## config.mk

```make
export PLATFORM = sky130hd
export DESIGN_NAME = pipe_hazard_ctrl
export DESIGN_NICKNAME = d
export VERILOG_FILES = /design/src/rtl/pipe_hazard_ctrl_pkg.sv /design/src/rtl/pipe_hazard_ctrl_sat_counter.sv /design/src/rtl/pipe_hazard_ctrl.sv
export SDC_FILE = /design/constraint.sdc
export NUM_CORES = 1
export LEC_CHECK = 0
export CORE_UTILIZATION = 44
export CTS_CLUSTER_DIAMETER = 60
export DETAILED_ROUTE_END_ITERATION = 10
export PLACE_DENSITY = 0.88
export SLEW_MARGIN = 10
export SYNTH_ARGS = -nofsm -noshare
export SYNTH_HDL_FRONTEND = slang
export SYNTH_SLANG_ARGS = --single-unit
```

## constraint.sdc

```tcl
create_clock -name clk -period 2.21 [get_ports clk]
set_input_delay 0.442 -clock clk [delete_from_list [all_inputs] [get_ports clk]]
set_output_delay 0.442 -clock clk [all_outputs]
set_load 0.01 [all_outputs]
```

## src/rtl/pipe_hazard_ctrl_pkg.sv

```systemverilog
// Shared types for the pipeline hazard controller.
// Holds FSM state encoding, control bundle and bundle presets.
package pipe_hazard_ctrl_pkg;

    localparam int REG_AW_DEF = 5;

    typedef enum logic {
        RUN     = 1'b0,
        MD_WAIT = 1'b1
    } state_t;

    typedef struct packed {
        logic pc_we;
        logic ifid_we;
        logic idex_we;
        logic exmem_we;
        logic memwb_we;
        logic ifid_bubble;
        logic idex_bubble;
        logic exmem_bubble;
    } ctrl_t;

    function automatic ctrl_t ctrl_pass();
        ctrl_t c;
        c = '{pc_we: 1'b1, ifid_we: 1'b1, idex_we: 1'b1,
              exmem_we: 1'b1, memwb_we: 1'b1,
              ifid_bubble: 1'b0, idex_bubble: 1'b0,
              exmem_bubble: 1'b0};
        return c;
    endfunction

    function automatic ctrl_t ctrl_reset();
        ctrl_t c;
        c = '{pc_we: 1'b0, ifid_we: 1'b0, idex_we: 1'b0,
              exmem_we: 1'b0, memwb_we: 1'b0,
              ifid_bubble: 1'b1, idex_bubble: 1'b1,
              exmem_bubble: 1'b1};
        return c;
    endfunction

endpackage

```

## src/rtl/pipe_hazard_ctrl_sat_counter.sv

```systemverilog
// Saturating up-counter with synchronous clear (clear wins).
// Ports: clk, rst (async high), inc, clr -> cnt[W-1:0].
module pipe_hazard_ctrl_sat_counter #(
    parameter int W = 16
) (
    input  logic         clk,
    input  logic         rst,
    input  logic         inc,
    input  logic         clr,
    output logic [W-1:0] cnt
);

    always_ff @(posedge clk or posedge rst) begin
        if (rst) begin
            cnt <= '0;
        end else if (clr) begin
            cnt <= '0;
        end else if (inc && (cnt != {W{1'b1}})) begin
            cnt <= cnt + W'(1);
        end
    end

endmodule

```

## src/rtl/pipe_hazard_ctrl.sv

```systemverilog
// Hazard/sequencing controller for the 5-stage pipeline.
// Ports: ID/EX hazard info, md_done, cnt_clr in; register
// write enables, bubbles, md_start, md_error, perf counters out.
module pipe_hazard_ctrl
    import pipe_hazard_ctrl_pkg::*;
#(
    parameter int REG_AW     = REG_AW_DEF,
    parameter int MD_TIMEOUT = 64,
    parameter int CNT_W      = 16
) (
    input  logic              clk,
    input  logic              rst,
    input  logic [REG_AW-1:0] id_rs1,
    input  logic [REG_AW-1:0] id_rs2,
    input  logic              id_rs1_used,
    input  logic              id_rs2_used,
    input  logic [REG_AW-1:0] ex_rd,
    input  logic              ex_rd_we,
    input  logic              ex_mem_read,
    input  logic              ex_br_taken,
    input  logic              ex_md_op,
    input  logic              md_done,
    input  logic              cnt_clr,
    output logic              pc_we,
    output logic              ifid_we,
    output logic              idex_we,
    output logic              exmem_we,
    output logic              memwb_we,
    output logic              ifid_bubble,
    output logic              idex_bubble,
    output logic              exmem_bubble,
    output logic              md_start,
    output logic              md_error,
    output logic [CNT_W-1:0]  stall_cnt,
    output logic [CNT_W-1:0]  flush_cnt
);

    localparam int WD_W = $clog2(MD_TIMEOUT);

    state_t          state;
    state_t          state_nxt;
    ctrl_t           ctrl;
    logic [WD_W-1:0] wd;
    logic            timeout;
    logic            load_use;
    logic            br_flush;

    // Release happens in the MD_TIMEOUT-th wait cycle.
    assign timeout = (state == MD_WAIT) &&
                     (wd == WD_W'(MD_TIMEOUT - 1));

    assign load_use = ex_mem_read && ex_rd_we &&
                      (ex_rd != '0) &&
                      ((id_rs1_used && (id_rs1 == ex_rd)) ||
                       (id_rs2_used && (id_rs2 == ex_rd)));

    always_comb begin
        ctrl      = ctrl_pass();
        state_nxt = state;
        br_flush  = 1'b0;
        if (rst) begin
            ctrl      = ctrl_reset();
            state_nxt = RUN;
        end else if (((state == RUN) && ex_md_op) ||
                     ((state == MD_WAIT) && !md_done && !timeout)) begin
            // Hold front end; drain a bubble into MEM.
            ctrl.pc_we        = 1'b0;
            ctrl.ifid_we      = 1'b0;
            ctrl.idex_we      = 1'b0;
            ctrl.exmem_bubble = 1'b1;
            state_nxt         = MD_WAIT;
        end else if (state == MD_WAIT) begin
            state_nxt = RUN;
        end else if (ex_br_taken) begin
            // Squashes the ID instruction, so load-use is moot.
            ctrl.ifid_bubble = 1'b1;
            ctrl.idex_bubble = 1'b1;
            br_flush         = 1'b1;
        end else if (load_use) begin
            ctrl.pc_we       = 1'b0;
            ctrl.ifid_we     = 1'b0;
            ctrl.idex_bubble = 1'b1;
        end
    end

    always_ff @(posedge clk or posedge rst) begin
        if (rst) begin
            state    <= RUN;
            md_start <= 1'b0;
            md_error <= 1'b0;
            wd       <= '0;
        end else begin
            state    <= state_nxt;
            md_start <= (state == RUN) && ex_md_op;
            if (timeout && !md_done) begin
                md_error <= 1'b1;
            end
            if (state == RUN) begin
                wd <= '0;
            end else begin
                wd <= wd + WD_W'(1);
            end
        end
    end

    assign pc_we        = ctrl.pc_we;
    assign ifid_we      = ctrl.ifid_we;
    assign idex_we      = ctrl.idex_we;
    assign exmem_we     = ctrl.exmem_we;
    assign memwb_we     = ctrl.memwb_we;
    assign ifid_bubble  = ctrl.ifid_bubble;
    assign idex_bubble  = ctrl.idex_bubble;
    assign exmem_bubble = ctrl.exmem_bubble;

    pipe_hazard_ctrl_sat_counter #(.W(CNT_W)) u_stall_cnt (
        .clk (clk),
        .rst (rst),
        .inc (!ctrl.pc_we && !rst),
        .clr (cnt_clr),
        .cnt (stall_cnt)
    );

    pipe_hazard_ctrl_sat_counter #(.W(CNT_W)) u_flush_cnt (
        .clk (clk),
        .rst (rst),
        .inc (br_flush),
        .clr (cnt_clr),
        .cnt (flush_cnt)
    );

endmodule

```

==> impl_metrics.yaml <==
floorplanning:
  ioPinCount: 67
  chipHeight_um: 76.6
  rows: 26
  dieArea_um2: 5870
  core_um2: 5240
  initial_core_util_pct: 46.8
  die_width_um: 76.6
logic_synthesis:
  syn-instance-count: 251
  ys_top_cells_by_area: "dfrtp_1 42%, xnor2_1 5.7%, nor2_1 3.8%"
  netlist_area_um2: 2450
  synthArstFlopShare_pct: 100
  synth_edf_count: 0
  synth_cell_types: 48
  yosysMostFrequentCell: "dfrtp_1"
  ys_warn_count: 0
  synth-seq-cells: 41
  synth_top_area_share_pct: 41.9
  ys_seq_area_share_pct: 41.9
  syn_nets: 279
  syn_area_per_cell_um2: 9.76
  synth.top_cells.by_count: "41 x dfrtp_1, 25 x nor2_1, 19 x nand2_1"
  synth_flop_cell: "dfrtp_1"
  yosysTopAreaCell: "dfrtp_1"
placed_design:
  hpwl_mm: 4.27
  place.gp.congestion: 0.798
  placed_cell_area_um2: 3340
  port_buffers: 66
  dpl.cell_count: 402
sta:
  holdWs_ns: 0.486
  relSlewSlack_pct: 68.6
  fmax_ghz: 0.460
  final-setup-viol-count: 0
  finalHoldViolations: 0
  rsz0062_at_grt: "true"
  finalCriticalPeriod_ns: 2.18
  tightest_slew_ns: 0.470
  final.period_utilization_pct: 98.4
  finalMaxSlewViolations: 0
  finClkSkew_ns: 0.00400
global_route:
  grt_pass1_wl_mm: 10.2
  grt.met3_usage_pct: 5.75
  track_usage_pct: 21.6
  use_met1_pct: 25.2
  grt_max_degree: 32
  grt.busiest_layer: "met2"
  grt_overflow_total: 0
  use_met2_pct: 39.1
  grt_pass1_vias: 2201
  grt_antenna_before_repair: 0
clock_network:
  root_buffer: "clkbuf_8"
  numCtsBuffers: 5
  cts_tree: "done"
  clkTransAtPathRegs_ns: 0.08
  clockBufferDepth: 2
  clock_sinks: 41
  clock_latency_ns: 0.30
  hold_buffers: 0
  htreeDepth: 2
layout:
  syn_to_final_growth_pct: 49.7
  diodes: 0
  final_cell_area_um2: 3670
  final_util_pct: 70.0
  nFillCells: 381
  drive_above_1_share_pct: 25.8
  stdcell_count: 419
  final_net_count: 376
route:
  routed_via_density: 5.43
  first_iter_violations: 101
  wl_mm: 6.31
  dr.pass1.iters: 4
  wl_per_cell_um: 15.1
  drc: 0
  num_vias: 2277
  postRouteAntennaNets: 0
power:
  peakVddDrop_mv: 0.401
  leakage_nw: 1.53
  power.density_nw_per_um2: 463
worst_setup_path:
  end_kind: "register"
  reg2reg_slack_ns: 0.10
  crit_required_ns: 2.44
  start_kind: "input pin"
  worst_ep_arrival_time_ns: 2.40
  critical_path.max_fanout: 5
  crit_type: "in2reg"
job:
  maxCapViolCount: 0
status:
  status: "finished, final reports clean"
worst_hold_path:
  hp-class: "reg2reg"
[cells by family after synthesis]
logic type | count (synthesis) | synth area share (%)
multiplexers | 8 | 4.55
buffers and inverters | 20 | 4.65
AO/OA/AOI/OAI | 39 | 11.8
AND/OR/NAND/NOR | 116 | 27.0
adder cells (fa/ha/maj) | 3 | 1.53
flip-flops | 41 | 41.9
XOR/XNOR | 24 | 8.58
[power by group]
part           leakage [nW]  internal (mW)  switching (mW)
Combinational         0.908          0.163           0.138
Clock                0.0543          0.338           0.289
Sequential            0.567          0.758          0.0106
[critical path, cell delays in order]
cell and delay, ns:
clkdlybuf4s50_1 0.47, xnor2_1 0.13, nand2_1 0.11, o22ai_4 0.15, a31oi_4 0.17, buf_12 0.17
buf_16 0.13, or4_1 0.49, a21oi_1 0.13
[layout by cell type (no fill, tap or decap), types with 10 or more instances in the layout]
cell type,n
dfrtp_1,40
xnor2_1,14
nand2_1,17
nand4_1,13
a21oi_1,13
clkdlybuf4s50_1,45
nor2_1,23
buf_4,28
dlygate4sd2_1,12
nand3_1,10
[path summary, 6_finish.rpt]
path | to | cells after the start | startpoint
worst max-delay path | u_stall_cnt.cnt[6] | 9 | id_rs2[3]
worst min-delay path | md_error | 1 | md_error
worst max register to register | u_stall_cnt.cnt[15] | 6 | u_stall_cnt.cnt[3]
worst min register to register | md_error | 1 | md_error
max in group asynchronous | state | 4 | rst
min in group asynchronous | u_stall_cnt.cnt[12] | 4 | rst
[flip-flops by register name, summed over array words and instances (netlist names)]
name             count
wd                   6
state                1
u_flush_cnt.cnt     16
u_stall_cnt.cnt     16
md_error             1
md_start             1
[layer usage]
layer | share of wire [%] | routed length (µm) | vias up
li1 | - | - | 1089
met1 | 42 | 2650 | 1103
met2 | 51 | 3230 | 75
met3 | 5.7 | 359 | 10
met4 | 1.1 | 68 | 0
met5 | 0 | 0 | -
[area by class of cell]
cell class	count	area, µm²	area share [%]
inverters	7	30.0	0.819
clock inverters	3	46.3	1.26
repair buffers	103	978	26.7
well taps	70	87.6	2.39
flip-flops and latches	41	1030	28.0
clock buffers	5	68.8	1.88
multi-input cells	190	1430	38.9
[through the flow]
step | total power [mW] | setup TNS, ns | setup WS (ns)
2_1_floorplan | 0.897 | 0 | 0.0319
3_3_place_gp | 1.02 | -7.97 | -0.611
3_5_place_dp | 1.03 | -9.26 | -0.634
4_1_cts | 1.68 | 0 | 0.00525
5_1_grt | 1.75 | -0.0138 | -0.00849
6_report | 1.70 | 0 | 0.0346
[timing repair]
item / in CTS / in global routing
pin swaps: 21 / 12
setup endpoints to repair: 21 / 16
setup buffers: 4 / 3
gates cloned: 2 / 0
resized for setup: 50 / 18
Power figures use the tool's default switching activity.
